File: src/rtl/ysyx_25040129_ifu_pkg.sv
// Shared definitions for the ysyx_25040129 instruction fetch unit:
// FSM state encodings, AXI read response codes and the default reset pc.
package ysyx_25040129_ifu_pkg;

    localparam logic [31:0] IFU_RESET_PC = 32'h8000_0000;

    localparam logic [1:0] AXI_RESP_OKAY   = 2'b00;
    localparam logic [1:0] AXI_RESP_EXOKAY = 2'b01;
    localparam logic [1:0] AXI_RESP_SLVERR = 2'b10;
    localparam logic [1:0] AXI_RESP_DECERR = 2'b11;

    typedef enum logic [1:0] {
        ST_ADDR    = 2'd0,
        ST_DATA    = 2'd1,
        ST_SEND    = 2'd2,
        ST_WAIT_WB = 2'd3
    } ifu_state_t;

endpackage

File: src/rtl/ysyx_25040129_ifu.sv
// Instruction fetch unit for the multi-cycle ysyx core.
// Fetches one instruction per retirement over AXI4-Lite read, hands it with
// its pc to decode, then waits for the next pc from write-back.
//
// Handshake semantics (all interfaces): a transfer happens on a rising clock
// edge where valid and ready are both 1. A source holding valid keeps its
// payload stable until that edge; valid is never withdrawn before the
// transfer. Ready may change freely while valid is low.
//
// Optional build macro: YSYX_IFU_PERF_EN adds 64-bit perf_fetch_cnt and
// perf_fetch_cyc counter outputs.
//
// state_dbg exposes the current FSM state for checkers.
module ysyx_25040129_ifu
    import ysyx_25040129_ifu_pkg::*;
#(
    parameter logic [31:0] RESET_PC = IFU_RESET_PC,
    parameter int          ADDR_W   = 32
) (
    input  logic              clk,
    input  logic              rst,
    // AXI4-Lite read
    output logic [ADDR_W-1:0] araddr,
    output logic              arvalid,
    input  logic              arready,
    input  logic [31:0]       rdata,
    input  logic [1:0]        rresp,
    input  logic              rvalid,
    output logic              rready,
    // toward decode
    output logic [31:0]       inst_out_ifu,
    output logic [ADDR_W-1:0] pc_out_ifu,
    output logic              access_fault_out_ifu,
    output logic              is_req_valid_to_idu,
    input  logic              is_req_ready_from_idu,
    // from write-back
    input  logic [ADDR_W-1:0] next_pc_in_ifu,
    input  logic              is_req_valid_from_wbu,
    output logic              is_req_ready_to_wbu,
    // debug
    output logic [1:0]        state_dbg
`ifdef YSYX_IFU_PERF_EN
    ,
    output logic [63:0]       perf_fetch_cnt,
    output logic [63:0]       perf_fetch_cyc
`endif
);

    ifu_state_t        state, state_next;
    logic [ADDR_W-1:0] pc, pc_next;
    logic              pending, pending_next;
    logic [ADDR_W-1:0] pending_pc, pending_pc_next;
    logic [31:0]       inst_next;
    logic [ADDR_W-1:0] pc_out_next;
    logic              fault_next;

    logic              ar_hs, r_hs, idu_hs, wbu_hs;
    logic [ADDR_W-1:0] wb_pc_aligned;

    assign ar_hs  = arvalid & arready;
    assign r_hs   = rvalid & rready;
    assign idu_hs = is_req_valid_to_idu & is_req_ready_from_idu;
    assign wbu_hs = is_req_valid_from_wbu & is_req_ready_to_wbu;

    // pc is always word aligned; a misaligned redirect is silently truncated
    assign wb_pc_aligned = {next_pc_in_ifu[ADDR_W-1:2], 2'b00};

    assign araddr    = pc;
    assign state_dbg = state;

    // Next-state, next-pc and fetched-payload selection
    always_comb begin
        state_next      = state;
        pc_next         = pc;
        pending_next    = pending;
        pending_pc_next = pending_pc;
        inst_next       = inst_out_ifu;
        pc_out_next     = pc_out_ifu;
        fault_next      = access_fault_out_ifu;
        case (state)
            ST_ADDR: begin
                if (ar_hs) state_next = ST_DATA;
            end
            ST_DATA: begin
                if (r_hs) begin
                    inst_next   = rdata;
                    pc_out_next = pc;
                    fault_next  = (rresp != AXI_RESP_OKAY);
                    state_next  = ST_SEND;
                end
            end
            ST_SEND: begin
                if (idu_hs) begin
                    if (pending) begin
                        pc_next      = pending_pc;
                        pending_next = 1'b0;
                        state_next   = ST_ADDR;
                    end else if (wbu_hs) begin
                        // retire and decode accept in the same cycle: skip WAIT_WB
                        pc_next    = wb_pc_aligned;
                        state_next = ST_ADDR;
                    end else begin
                        state_next = ST_WAIT_WB;
                    end
                end else if (wbu_hs) begin
                    // decode still busy: park the next pc until it accepts
                    pending_next    = 1'b1;
                    pending_pc_next = wb_pc_aligned;
                end
            end
            ST_WAIT_WB: begin
                if (wbu_hs) begin
                    pc_next    = wb_pc_aligned;
                    state_next = ST_ADDR;
                end
            end
            default: state_next = ST_ADDR;
        endcase
    end

    // State, pc and registered handshake outputs (outputs follow the next state
    // so they are glitch-free and all deassert during reset)
    always_ff @(posedge clk or negedge rst) begin
        if (!rst) begin
            state                <= ST_ADDR;
            pc                   <= RESET_PC[ADDR_W-1:0];
            pending              <= 1'b0;
            pending_pc           <= RESET_PC[ADDR_W-1:0];
            inst_out_ifu         <= 32'h0;
            pc_out_ifu           <= RESET_PC[ADDR_W-1:0];
            access_fault_out_ifu <= 1'b0;
            arvalid              <= 1'b0;
            rready               <= 1'b0;
            is_req_valid_to_idu  <= 1'b0;
            is_req_ready_to_wbu  <= 1'b0;
        end else begin
            state                <= state_next;
            pc                   <= pc_next;
            pending              <= pending_next;
            pending_pc           <= pending_pc_next;
            inst_out_ifu         <= inst_next;
            pc_out_ifu           <= pc_out_next;
            access_fault_out_ifu <= fault_next;
            arvalid              <= (state_next == ST_ADDR);
            rready               <= (state_next == ST_DATA);
            is_req_valid_to_idu  <= (state_next == ST_SEND);
            is_req_ready_to_wbu  <= (state_next == ST_WAIT_WB) ||
                                    ((state_next == ST_SEND) && !pending_next);
        end
    end

`ifdef YSYX_IFU_PERF_EN
    // Fetch count and cycles spent on the AXI bus (ADDR or DATA)
    always_ff @(posedge clk or negedge rst) begin
        if (!rst) begin
            perf_fetch_cnt <= 64'd0;
            perf_fetch_cyc <= 64'd0;
        end else begin
            if (r_hs) perf_fetch_cnt <= perf_fetch_cnt + 64'd1;
            if ((state == ST_ADDR) || (state == ST_DATA))
                perf_fetch_cyc <= perf_fetch_cyc + 64'd1;
        end
    end
`endif

endmodule
File: config.mk
export PLATFORM = sky130hd
export DESIGN_NAME = ysyx_25040129_ifu
export DESIGN_NICKNAME = d
export VERILOG_FILES = /design/src/rtl/ysyx_25040129_ifu_pkg.sv /design/src/rtl/ysyx_25040129_ifu.sv
export SDC_FILE = /design/constraint.sdc
export NUM_CORES = 1
export LEC_CHECK = 0
export BUFFER_PORTS_ARGS = -buffer_cell sky130_fd_sc_hd__buf_4
export CORE_ASPECT_RATIO = 1.5
export CORE_MARGIN = 2
export CORE_UTILIZATION = 55
export DETAILED_ROUTE_END_ITERATION = 16
export GPL_ROUTABILITY_DRIVEN = 0
export GPL_TIMING_DRIVEN = 0
export PLACE_DENSITY = 0.85
export SLEW_MARGIN = 20
export SYNTH_ARGS = -nofsm -noshare
export SYNTH_HDL_FRONTEND = slang
export SYNTH_SLANG_ARGS = --single-unit
File: constraint.sdc
create_clock -name clk -period 3.5 [get_ports clk]
set_clock_uncertainty 0.05 [all_clocks]
set_input_delay 0.35 -clock clk [delete_from_list [all_inputs] [get_ports clk]]
set_output_delay 0.35 -clock clk [all_outputs]
set_load 0.01 [all_outputs]
=== Word-level counts from Yosys, hierarchy flattened ===
Index checks and enable logic that the tools add are counted.
W data, S select, Z words.

* Register bits: 134
* Latch bits: 0
* Memory bits (writable): 0
* Bits in read-only memories: 0
* Input port bits: 72
* Output and inout bits: 103
* Word-level logic and storage cells: 47
* Memories kept: 0

* Add/sub/neg operators: 0
* Multipliers: 0
* Div/mod/pow operators: 0
* Magnitude comparators: 0
* Equal/unequal tests: 7
* Shift-type cells: 0
* Muxes and demuxes: 14
* Bitwise operators: 5
* Reductions and logical operators: 10

{| class="wikitable"
|+ Operators with widths
! kind !! number
|-
| $mux W32 || 3
|-
| $pmux W32 S2 || 1
|-
| $mux W2 || 6
|-
| $eq A2 B2 Y1 const B || 4
|-
| $pmux W2 S4 || 1
|-
| $and A1 B1 Y1 || 4
|-
| $eq A2 B1 Y1 const B || 2
|-
| $logic_not A2 Y1 || 2
|-
| $reduce_and A2 Y1 || 2
|-
| $reduce_bool A2 Y1 || 2
|-
| $mux W1 || 3
|-
| $reduce_and A3 Y1 || 1
|-
| $ne A2 B2 Y1 const B || 1
|-
| $logic_and A1 B1 Y1 || 1
|-
| $logic_not A1 Y1 || 1
|-
| $logic_or A1 B1 Y1 || 1
|-
| $not A1 Y1 || 1
|}

=== Logic depth before layout (Yosys ltp) ===
* Depth after elaboration: 8
* Depth in mapped cells: 7
* Mapped depth without buffers: 5

=== Least setup slack after synthesis ===
No wires, ideal clock.

* Path kind: reg2reg
* Start point: register state[1] (netlist: state_dbg[1])
* End point: register inst_out_ifu[29]
* Library setup time: 125 ps
* Arrival time: 1367 ps
* Required time: 3325 ps
* Path slack: 1958 ps
* Cell stages (with the launch flop): 7
* Path buffers: 3
* Clock period less this slack: 1542 ps
* Cells stage by stage: dfrtp_1 buf_4 nor2b_4 nand3_2 buf_6 buf_6 mux2_4

* Cells in the longest elaborated chain, start to end: 2

{| class="wikitable"
|+ RTL lines
! element !! line !! RTL
|-
| start, declared || ysyx_25040129_ifu.sv:49 || <nowiki>ifu_state_t state, state_next;</nowiki>
|-
| start signal, assigned || ysyx_25040129_ifu.sv:137 || <nowiki>state <= state_next;</nowiki>
|-
| $eq A2 B1 Y1 || ysyx_25040129_ifu.sv:80 || <nowiki>case (state)</nowiki>
|-
| $reduce_and A2 Y1 (no line) || - ||
|-
| end signal, assigned || ysyx_25040129_ifu.sv:141 || <nowiki>inst_out_ifu <= inst_next;</nowiki>
|-
| end, declared || ysyx_25040129_ifu.sv:31 || <nowiki>output logic [31:0] inst_out_ifu,</nowiki>
|}

Every way passes these cells.
A chain may end at the register's enable or synchronous reset.

=== Worst setup path after layout ===
* Start point: register state[1] (netlist: state_dbg[1])
* End point: register pc[2] (netlist: araddr[2])

* Cells in the longest elaborated chain, start to end: 3
* Elaborated cells between the ends (all ways): 6
* Classes of those cells: 3 x eq/ne; 1 x mux; 2 x reduce/logical

{| class="wikitable"
|+ RTL lines
! element !! line !! RTL
|-
| $eq A2 B2 Y1 || ysyx_25040129_ifu.sv:80 ||
|-
| $ne A2 B2 Y1 (no line) / $reduce_bool A2 Y1 (equally long branches) || - ||
|-
| $reduce_and A2 Y1 (no line) || - ||
|-
| end signal, assigned || ysyx_25040129_ifu.sv:126 || <nowiki>pc <= RESET_PC[ADDR_W-1:0];</nowiki>
|-
| end signal, assigned || ysyx_25040129_ifu.sv:138 || <nowiki>pc <= pc_next;</nowiki>
|-
| end, declared || ysyx_25040129_ifu.sv:50 || <nowiki>logic [ADDR_W-1:0] pc, pc_next;</nowiki>
|}

Several ways; a longest one is shown, not always the timed one.

==> metrics.yaml <==
status:
  run_status: "completed"
global_routing:
  grt_max_degree: 105
  total_track_usage_pct: 24.6
  number_of_global_route_vias_before_repair: 4097
  initial_antenna_violation_count: 0
  final_global_route_overflow_total: 0
  grt_first_pass_wirelength_um: 20500
worst_setup_path:
  rr_worst_depth: 5
  worst-r2r-setup-slack_ps: 1670
  r2r-start: "state_dbg[1]"
  crit_path_end_kind: "flop"
  crit_path_max_fanout: 10
  critical_path.endpoint: "araddr[2]"
  cp_data_required_time_ps: 3720
  setup.worst_path.start: "state_dbg[1]"
  timing.critical_path.arrival_ps: 2050
  r2r_end: "araddr[2]"
  worst-setup-path-type: "flop to flop"
  worstSetupStartpointType: "flop"
place:
  placed_cells: 660
  buffer_ports.inserted: 172
  placed_area_um2: 6920
  dpl_wire_length_um: 8810
sta:
  relSlewSlack_pct: 62.6
  worstMarginPinSlew_ps: 554
  hold-worst-slack_ps: 121
  fin_tns_setup_ps: 0
  post-route-min-period_ps: 1830
  final-max-slew-violation-count: 0
  finalHoldViolCount: 0
  min_period_over_period_pct: 52.3
  grt_setup_unrepaired: "no"
  report.final.setup_viol: 0
  maxClockFrequency_mhz: 546
flow_run:
  timing.max_cap.violations: 0
clocking:
  cts_made_buffers: 17
  cts_repair_resize_count: 0
  cts_max_path_buffers: 2
  cts.repair_timing.setup_buffer_count: 0
  cts.htree.levels: 4
  cts_sinks: 134
  cts-hold-fix-buffers: 1
  cts_tree: "done"
  cts_root_buffer: "clkbuf_16"
  clock_latency_ps: 410
  path_clk_slew_ps: 60
floorplan:
  dieArea_um2: 10700
  die-width_um: 85.3
  start_util_pct: 56.2
  placeableCoreArea_um2: 9690
  overall_die_height_um: 126
  core.rowCount: 44
  floorplan.io_pins: 175
logic_synthesis:
  yosysWarningCount: 0
  postSynthRegisterBits: 134
  synth_async_sr_flop_share_pct: 100
  synth_compound_gate_area_share_pct: 4.16
  synth-simple-area-share_pct: 4.45
  synthesis.area_per_instance_um2: 14.7
  yosys-top-cells-count: "131 x dfrtp_1, 65 x mux2_2, 35 x nand2_1, 31 x o21ai_0, 30 x mux2i_1"
  synthFlopType: "dfrtp_1"
  synthAdderAreaFrac_pct: 0
  synth_largest_type_area_fraction_pct: 60.1
  netlist_instances: 372
  synth.mux.area_fraction_pct: 26.9
  syn-cell-area_um2: 5450
  synthXorXnorAreaFrac_pct: 0
  synth_enable_flop_cells: 0
  synth_top_family_by_area: "multiplexers"
  synth_most_common_cell: "dfrtp_1"
  netlist.top_cell.by_area: "dfrtp_1"
  yosysSeqAreaShare_pct: 61.6
  mappedNetlistNets: 444
  yosys.cell_types.count: 30
  synth.top_cells.by_area: "dfrtp_1 60%, mux2_2 13%, mux2_4 7.7%"
final_layout:
  layout.cells.non_filler: 693
  design_area_um2: 7610
  area_overhead_vs_synth_pct: 39.6
  layout.filler_cells: 562
  post_route_cells_drive_above_1_share_pct: 55.4
  area.sequential_um2: 3360
  multi_input_comb_area_um2: 1930
  antenna_fix_cells: 0
  fin_nets: 637
pwr:
  p_total_uw: 7410
  power_density_cells_nw_per_um2: 974
  p_leak_uw: 0.00387
  vdd_ir_drop_max_mv: 0.716
drt:
  drt_iter0_markers: 173
  first_pass_iters: 4
  drc: 0
  antenna_left: 0
  via_count: 3733
  drt-total-wl_um: 12600
  drt-vias-per-instance: 5.39
  drt-wirelength-per-cell_um: 18.2
min_path:
  holdCritPathClass: "input port to flop"
-- per-stage QoR --
step	util [%]	setup WS, ps
after CTS	78.5	1640
after global placement	71.1	1600
after detailed placement	71.4	1650
final	78.5	1670
after floorplan	-	1960
after global routing	78.5	1570
-- flip-flops by register name, summed over array words and instances, names as in the netlist --
register	flops
state_dbg	2
rready	1
pc_out_ifu	32
pending_pc	30
access_fault_out_ifu	1
is_req_ready_to_wbu	1
araddr	32
pending	1
is_req_valid_to_idu	1
arvalid	1
inst_out_ifu	32
-- kinds of logic (layout without fill, tap and decap cells) --
kind of cell           count (synthesis)  count (layout)
and+or+nand+nor                       52              52
buffers and inverters                 23             229
DFF                                  134             134
AOI/OAI and AO/OA                     39              39
muxes                                124             124
-- where the power goes --
group	switching [µW]	leakage, µW	internal, µW
combinational	1140	0.00187	1520
clock	653	0.000327	1370
sequential	447	0.00168	2280
total	2240	0.00387	5170
-- final cells by class --
type	count	area share [%]
flip-flops and latches	134	44.1
multi-input cells	215	25.4
repair buffers	174	17.6
clock buffers	20	6.00
clock inverters	12	2.93
plain buffers	21	2.01
well taps	115	1.89
inverters	2	0.0987
-- cell usage in the layout (no fill, tap or decap), drive strengths merged, types with 3 or more instances in the layout --
master / n
buf: 187
dfrtp: 131
mux2: 94
nand2: 35
o21ai: 31
mux2i: 30
clkbuf: 27
bufinv: 6
and2: 4
nor2: 4
nand3: 4
dfstp: 3
inv: 3
clkinv: 3
-- worst min-delay path by stage --
stage	endpoint	slack, ps	from	depth (start not counted)
final	pending_pc[7]	120	next_pc_in_ifu[7]	2
after global routing	inst_out_ifu[26]	110	rdata[26]	2
after CTS	pending_pc[7]	110	next_pc_in_ifu[7]	2
after detailed placement	pc_out_ifu[30]	170	rst	1
after global placement	access_fault_out_ifu	420	access_fault_out_ifu	2
after floorplan	access_fault_out_ifu	4	rst	0
-- worst max-delay path: stages (launching register included) --
cell and delay (ps):
dfrtp_1 380, buf_4 170, a21boi_1 340, buf_2 380, mux2i_1 260, o21ai_0 100
-- layer usage --
layer | up-vias | global-route usage, % | part of all wire [%]
li1 | 1687 | - | -
met1 | 1881 | 27.9 | 37
met2 | 136 | 43.7 | 55
met3 | 29 | 5.50 | 4.3
met4 | 0 | 11.1 | 3.5
met5 | - | 0 | 0
Power figures use the tool's default switching activity.
